File: config.mk
export PLATFORM = sky130hd
export DESIGN_NAME = mu_fifo_sync_wreg
export DESIGN_NICKNAME = d
export VERILOG_FILES = /design/src/rtl/mu_fifo_pkg.sv /design/src/rtl/mu_fifo_sync.sv /design/src/rtl/mu_fifo_sync_wreg.sv
export SDC_FILE = /design/constraint.sdc
export NUM_CORES = 1
export LEC_CHECK = 0
export BUFFER_PORTS_ARGS = -buffer_cell sky130_fd_sc_hd__buf_2
export CAP_MARGIN = 10
export CORE_AREA = 2 2 197 199
export DETAILED_ROUTE_END_ITERATION = 8
export DIE_AREA = 0 0 199 201
export PLACE_DENSITY_LB_ADDON = 0.25
export SKIP_LAST_GASP = 1
export SYNTH_ARGS = -nofsm -noshare
export SYNTH_HDL_FRONTEND = slang
export SYNTH_SLANG_ARGS = --single-unit
File: constraint.sdc
create_clock -name clk -period 7.65 [get_ports clk]
set_clock_uncertainty 0.2 [all_clocks]
set_input_delay 1.53 -clock clk [delete_from_list [all_inputs] [get_ports clk]]
set_output_delay 1.53 -clock clk [all_outputs]
set_load 0.01 [all_outputs]
File: src/rtl/mu_fifo_pkg.sv
// Shared types for the mu_fifo family: skid-stage state encoding.
package mu_fifo_pkg;

   typedef enum logic [1:0] {
      IDLE = 2'd0,
      BUSY = 2'd1,
      FULL = 2'd2
   } mu_wreg_state_t;

endpackage : mu_fifo_pkg

File: src/rtl/mu_fifo_sync.sv
// Storage FIFO: circular buffer with a word counter. Read side is
// first-word fall-through; rd_valid is high whenever a word is held.
module mu_fifo_sync #(
   parameter int DW    = 64,
   parameter int DEPTH = 4
) (
   input  logic          clk,
   input  logic          rst,
   input  logic [DW-1:0] wr_data,
   input  logic          wr_valid,
   output logic          wr_ready,
   output logic [DW-1:0] rd_data,
   output logic          rd_valid,
   input  logic          rd_ready
);

   localparam int AW = (DEPTH > 1) ? $clog2(DEPTH) : 1;
   localparam int CW = $clog2(DEPTH + 1);

   logic [DW-1:0] mem [DEPTH];
   logic [AW-1:0] wr_ptr;
   logic [AW-1:0] rd_ptr;
   logic [CW-1:0] count;
   logic          push;
   logic          pop;

   assign wr_ready = (count != CW'(DEPTH));
   assign rd_valid = (count != '0);
   assign rd_data  = mem[rd_ptr];
   assign push     = wr_valid && wr_ready;
   assign pop      = rd_valid && rd_ready;

   // Data array carries no reset; contents are only read while counted valid.
   always_ff @(posedge clk) begin
      if (push) mem[wr_ptr] <= wr_data;
   end

   // Pointers wrap explicitly so non-power-of-two depths also work.
   always_ff @(posedge clk) begin
      if (rst) begin
         wr_ptr <= '0;
         rd_ptr <= '0;
         count  <= '0;
      end else begin
         if (push) wr_ptr <= (wr_ptr == AW'(DEPTH - 1)) ? '0 : wr_ptr + AW'(1);
         if (pop)  rd_ptr <= (rd_ptr == AW'(DEPTH - 1)) ? '0 : rd_ptr + AW'(1);
         if (push && !pop)      count <= count + CW'(1);
         else if (pop && !push) count <= count - CW'(1);
      end
   end

endmodule : mu_fifo_sync

File: src/rtl/mu_fifo_sync_wreg.sv
// FIFO with a fully registered write side: a two-entry skid stage
// (main + skid) feeds the storage FIFO so wr_ready comes from a flop.
//
// state | meaning
// IDLE  | main and skid empty
// BUSY  | main holds a word, skid empty
// FULL  | main and skid both hold words; writes refused
module mu_fifo_sync_wreg
   import mu_fifo_pkg::*;
#(
   parameter  int DW       = 64,
   parameter  int DEPTH    = 4,
   parameter  int AF_LEVEL = DEPTH,
   localparam int LW       = $clog2(DEPTH + 3)
) (
   input  logic          clk,
   input  logic          rst,
   input  logic [DW-1:0] wr_data,
   input  logic          wr_valid,
   output logic          wr_ready,
   output logic [DW-1:0] rd_data,
   output logic          rd_valid,
   input  logic          rd_ready,
   output logic [LW-1:0] level,
   output logic          almost_full
);

   mu_wreg_state_t state;
   mu_wreg_state_t state_next;
   logic [DW-1:0]  main_data;
   logic [DW-1:0]  skid_data;
   logic           main_valid;
   logic           fifo_wr_ready;
   logic           wr_xfer;
   logic           rd_xfer;
   logic           push;
   logic           load_main_wr;
   logic           load_main_skid;
   logic           load_skid;
   logic [LW-1:0]  level_next;

   assign main_valid = (state != IDLE);
   assign wr_xfer    = wr_valid && wr_ready;
   assign rd_xfer    = rd_valid && rd_ready;
   assign push       = main_valid && fifo_wr_ready;

   mu_fifo_sync #(
      .DW    (DW),
      .DEPTH (DEPTH)
   ) u_storage (
      .clk      (clk),
      .rst      (rst),
      .wr_data  (main_data),
      .wr_valid (main_valid),
      .wr_ready (fifo_wr_ready),
      .rd_data  (rd_data),
      .rd_valid (rd_valid),
      .rd_ready (rd_ready)
   );

   // Skid FSM next state and register load selects.
   always_comb begin
      state_next     = state;
      load_main_wr   = 1'b0;
      load_main_skid = 1'b0;
      load_skid      = 1'b0;
      case (state)
         IDLE: begin
            if (wr_xfer) begin
               load_main_wr = 1'b1;
               state_next   = BUSY;
            end
         end
         BUSY: begin
            if (wr_xfer && push) begin
               load_main_wr = 1'b1;
            end else if (wr_xfer) begin
               load_skid  = 1'b1;
               state_next = FULL;
            end else if (push) begin
               state_next = IDLE;
            end
         end
         FULL: begin
            // Older skid word moves up before any new word can be taken.
            if (push) begin
               load_main_skid = 1'b1;
               state_next     = BUSY;
            end
         end
         default: state_next = IDLE;
      endcase
   end

   // Fill level tracks writes in and reads out across skid and storage.
   always_comb begin
      level_next = level;
      if (wr_xfer && !rd_xfer)      level_next = level + LW'(1);
      else if (rd_xfer && !wr_xfer) level_next = level - LW'(1);
   end

   // State, registered ready, level and almost-full flag.
   always_ff @(posedge clk) begin
      if (rst) begin
         state       <= IDLE;
         wr_ready    <= 1'b0;
         level       <= '0;
         almost_full <= 1'b0;
      end else begin
         state       <= state_next;
         wr_ready    <= (state_next != FULL);
         level       <= level_next;
         almost_full <= (level_next >= LW'(AF_LEVEL));
      end
   end

   // Skid data registers; no reset since validity lives in the state.
   always_ff @(posedge clk) begin
      if (load_main_wr)        main_data <= wr_data;
      else if (load_main_skid) main_data <= skid_data;
      if (load_skid)           skid_data <= wr_data;
   end

   // Level must stay inside 0..DEPTH+2.
   always_ff @(posedge clk) begin
      if (!rst) begin
         assert (!(wr_xfer && !rd_xfer && level == LW'(DEPTH + 2)));
         assert (!(rd_xfer && !wr_xfer && level == '0));
      end
   end

endmodule : mu_fifo_sync_wreg

==> qor.yml <==
status: "complete, no violations"
clk_latency_ps: 540
cts_made_buffers: 43
worstSetupPathType: "flop to primary output"
grt_pass1_wl_um: 40400
antenna_found_initial: 6
cts_buffer_depth: 3
hold_path_startpoint: "main_data[53]$_DFFE_PP_"
worstPathArrival_ps: 2870
ant_nets: 0
grt_max_degree: 65
max_freq_mhz: 217
final_cell_mix: "384 x edfxtp_1, 137 x buf_2, 64 x mux4_2"
finalCritPeriodShare: 0.602
place.gp.congestion: 0.658
hp-class: "flop to flop"
ir_drop_mv: 0.154
worstSetupStartpointType: "flop"
synth_cell_types: 40
crit_slowest_cell: "buf_4"
io_buffers: 137
wl_per_cell_um: 19.9
drv_cap: 0
drive_above_1_share: 0.421
setup_viol: 0
cts_hold_buf: 0
slew_viol_final: 0
power_leakage_nw: 5.89
rows: 72
period_minus_slack_ps: 4600
hold_violations: 0
relSlewSlack: 0.293
path_clk_slew_ps: 60
postSynthAreaPerCell_sq_um: 24.0
initialDrtViolationCount: 361
synth_cells: 623
crit_path_end_kind: "primary output"
cp_top_family: "buffers and inverters"
area_delta_synth_final_pct: 16.8
die_area_sq_mm: 0.0400
fin_nets: 866
numClockSinks: 399
dieHeight_um: 201
synth_edf_count: 384
io_pins: 138
synth_area_sq_mm: 0.0150
path_cells: "buf_4 > mux4_2 > buf_2"
drc_errors: 0
final_common_cell: "edfxtp_1"
htree_levels: 2
r2r-start: "u_storage.count[0]$_SDFFE_PP0P_"
drt-vias-per-instance: 4.80
ys_ff_latch: 399
dp_hpwl_um: 14600
wirelength_um: 26600
hold_slack_ps: 288
critPathRequiredTime_ps: 5920
vias: 6424
async_flop_share: 0
start_util: 0.393
cts_root_buf: "clkbuf_16"
core_sq_mm: 0.0381
yosys_warnings: 0
first_pass_iters: 4
ys_seq_area_frac: 0.791
cts_tree: "yes"
grt_setup_unrepaired: "no"
setup_tns_ps: 0
cts_resized: 0
nFillCells: 3216
grtUsageTotal: 0.134
cpPeakStageDelay_ps: 740
max_slew.worst_pin.slew_ps: 1060
post-cts-setup-buffers: 0
critPathBufInv: 2
grt_pass1_vias: 6651
power_density_mw_per_mm2: 306
synth_top_flop_cell: "edfxtp_1"
synth_nets: 702
grt-ovfl-total: 0
fp.dieW_um: 199
worstPathMaxFanout: 36
[cell usage after synthesis, types with 2 or more instances]
| library cell | number | share of area |
|---|---|---|
| xor2_1 | 2 | 0.0012 |
| a21oi_1 | 6 | 0.0020 |
| dfxtp_1 | 15 | 0.020 |
| nor3b_1 | 3 | 0.0015 |
| ha_1 | 10 | 0.0084 |
| and2_1 | 4 | 0.0017 |
| or3_2 | 2 | 0.0010 |
| nand2_1 | 5 | 0.0013 |
| nor2b_1 | 2 | 0.00084 |
| mux2_4 | 60 | 0.060 |
| inv_1 | 7 | 0.0018 |
| nand3b_1 | 2 | 0.0010 |
| o31ai_1 | 2 | 0.0010 |
| buf_1 | 2 | 0.00050 |
| buf_12 | 6 | 0.0080 |
| edfxtp_1 | 384 | 0.77 |
| buf_2 | 7 | 0.0023 |
| o21ai_0 | 3 | 0.0010 |
| mux4_2 | 64 | 0.096 |
| nor2_1 | 8 | 0.0020 |
| mux2_2 | 4 | 0.0030 |
| mux2i_1 | 2 | 0.0013 |
| clkbuf_1 | 6 | 0.0015 |
[logic make-up (layout without fill, tap and decap cells)]
family,Yosys count,in the layout,share of synthesized area
flip-flops,399,399,0.791
multiplexers,130,130,0.161
AND/OR/NAND/NOR,33,33,0.0138
buffers and inverters,30,225,0.0154
AO/OA/AOI/OAI,17,17,0.00744
adder cells (fa/ha/maj),11,11,0.00970
XOR/XNOR,3,3,0.00176
other,0,2,0
[per-stage QoR]
stage          power (W)   util  instances  instance area, sq um  worst slack (ps)
2_1_floorplan    0.00321      -        623                 15000              3870
3_3_place_gp     0.00348  0.424       1260                 16200              3480
3_5_place_dp     0.00350  0.424       1260                 16200              3490
4_1_cts          0.00542  0.458       1336                 17500              2900
5_1_grt          0.00557  0.458       1337                 17500              2790
6_report         0.00534  0.458       1338                 17500              3050
[power breakdown]
group / leakage [nW] / internal (W) / switching, W
clock network: 0.632 / 0.00110 / 0.000819
registers: 3.63 / 0.00257 / 0.000121
logic: 1.63 / 0.000367 / 0.000358
total: 5.89 / 0.00404 / 0.00130
[registers in the layout, summed over array words and instances (netlist names), named ones only]
signal,count
skid_data,64
u_storage.wr_ptr,2
u_storage.count,3
u_storage.mem,256
main_data,64
state,2
wr_ready,1
u_storage.rd_ptr,2
level,2
[worst reg2reg max path, stage by stage (launching register included)]
cell and delay [ps]:
dfxtp_1 380, o31ai_1 790, ha_1 310, inv_1 70
fa_1 430, xor2_1 170, or3_2 400, a21oi_1 140
[layout make-up]
| cell class | instances | area (sq um) | share of cell area |
|---|---|---|---|
| inverter | 7 | 26.3 | 0.00150 |
| timing repair buffer | 142 | 723 | 0.0414 |
| tap | 518 | 648 | 0.0371 |
| sequential | 399 | 11800 | 0.678 |
| multi-input combinational | 194 | 2930 | 0.167 |
| antenna | 2 | 5.00 | 0.000286 |
| clock buffer | 55 | 1150 | 0.0660 |
| clock inverter | 21 | 153 | 0.00874 |
[path summary, 6_finish.rpt]
| path | end | slack, ps | cells past startpoint |
|---|---|---|---|
| max reg2reg | u_storage.count[2]$_SDFFE_PP0P_ | 4680 | 7 |
| min | u_storage.mem[1][53]$_DFFE_PP_ | 290 | 0 |
| min reg2reg | u_storage.mem[1][53]$_DFFE_PP_ | 290 | 0 |
| max | rd_data[23] | 3050 | 3 |
[layer usage]
layer / track usage / share of wire / up-vias
met5: 0 / 0.0012 / -
met4: 0.0410 / 0.025 / 6
met3: 0.0318 / 0.047 / 59
met2: 0.219 / 0.49 / 139
met1: 0.180 / 0.44 / 3306
li1: - / - / 2914
No activity file was read; power rests on OpenSTA's default activity.
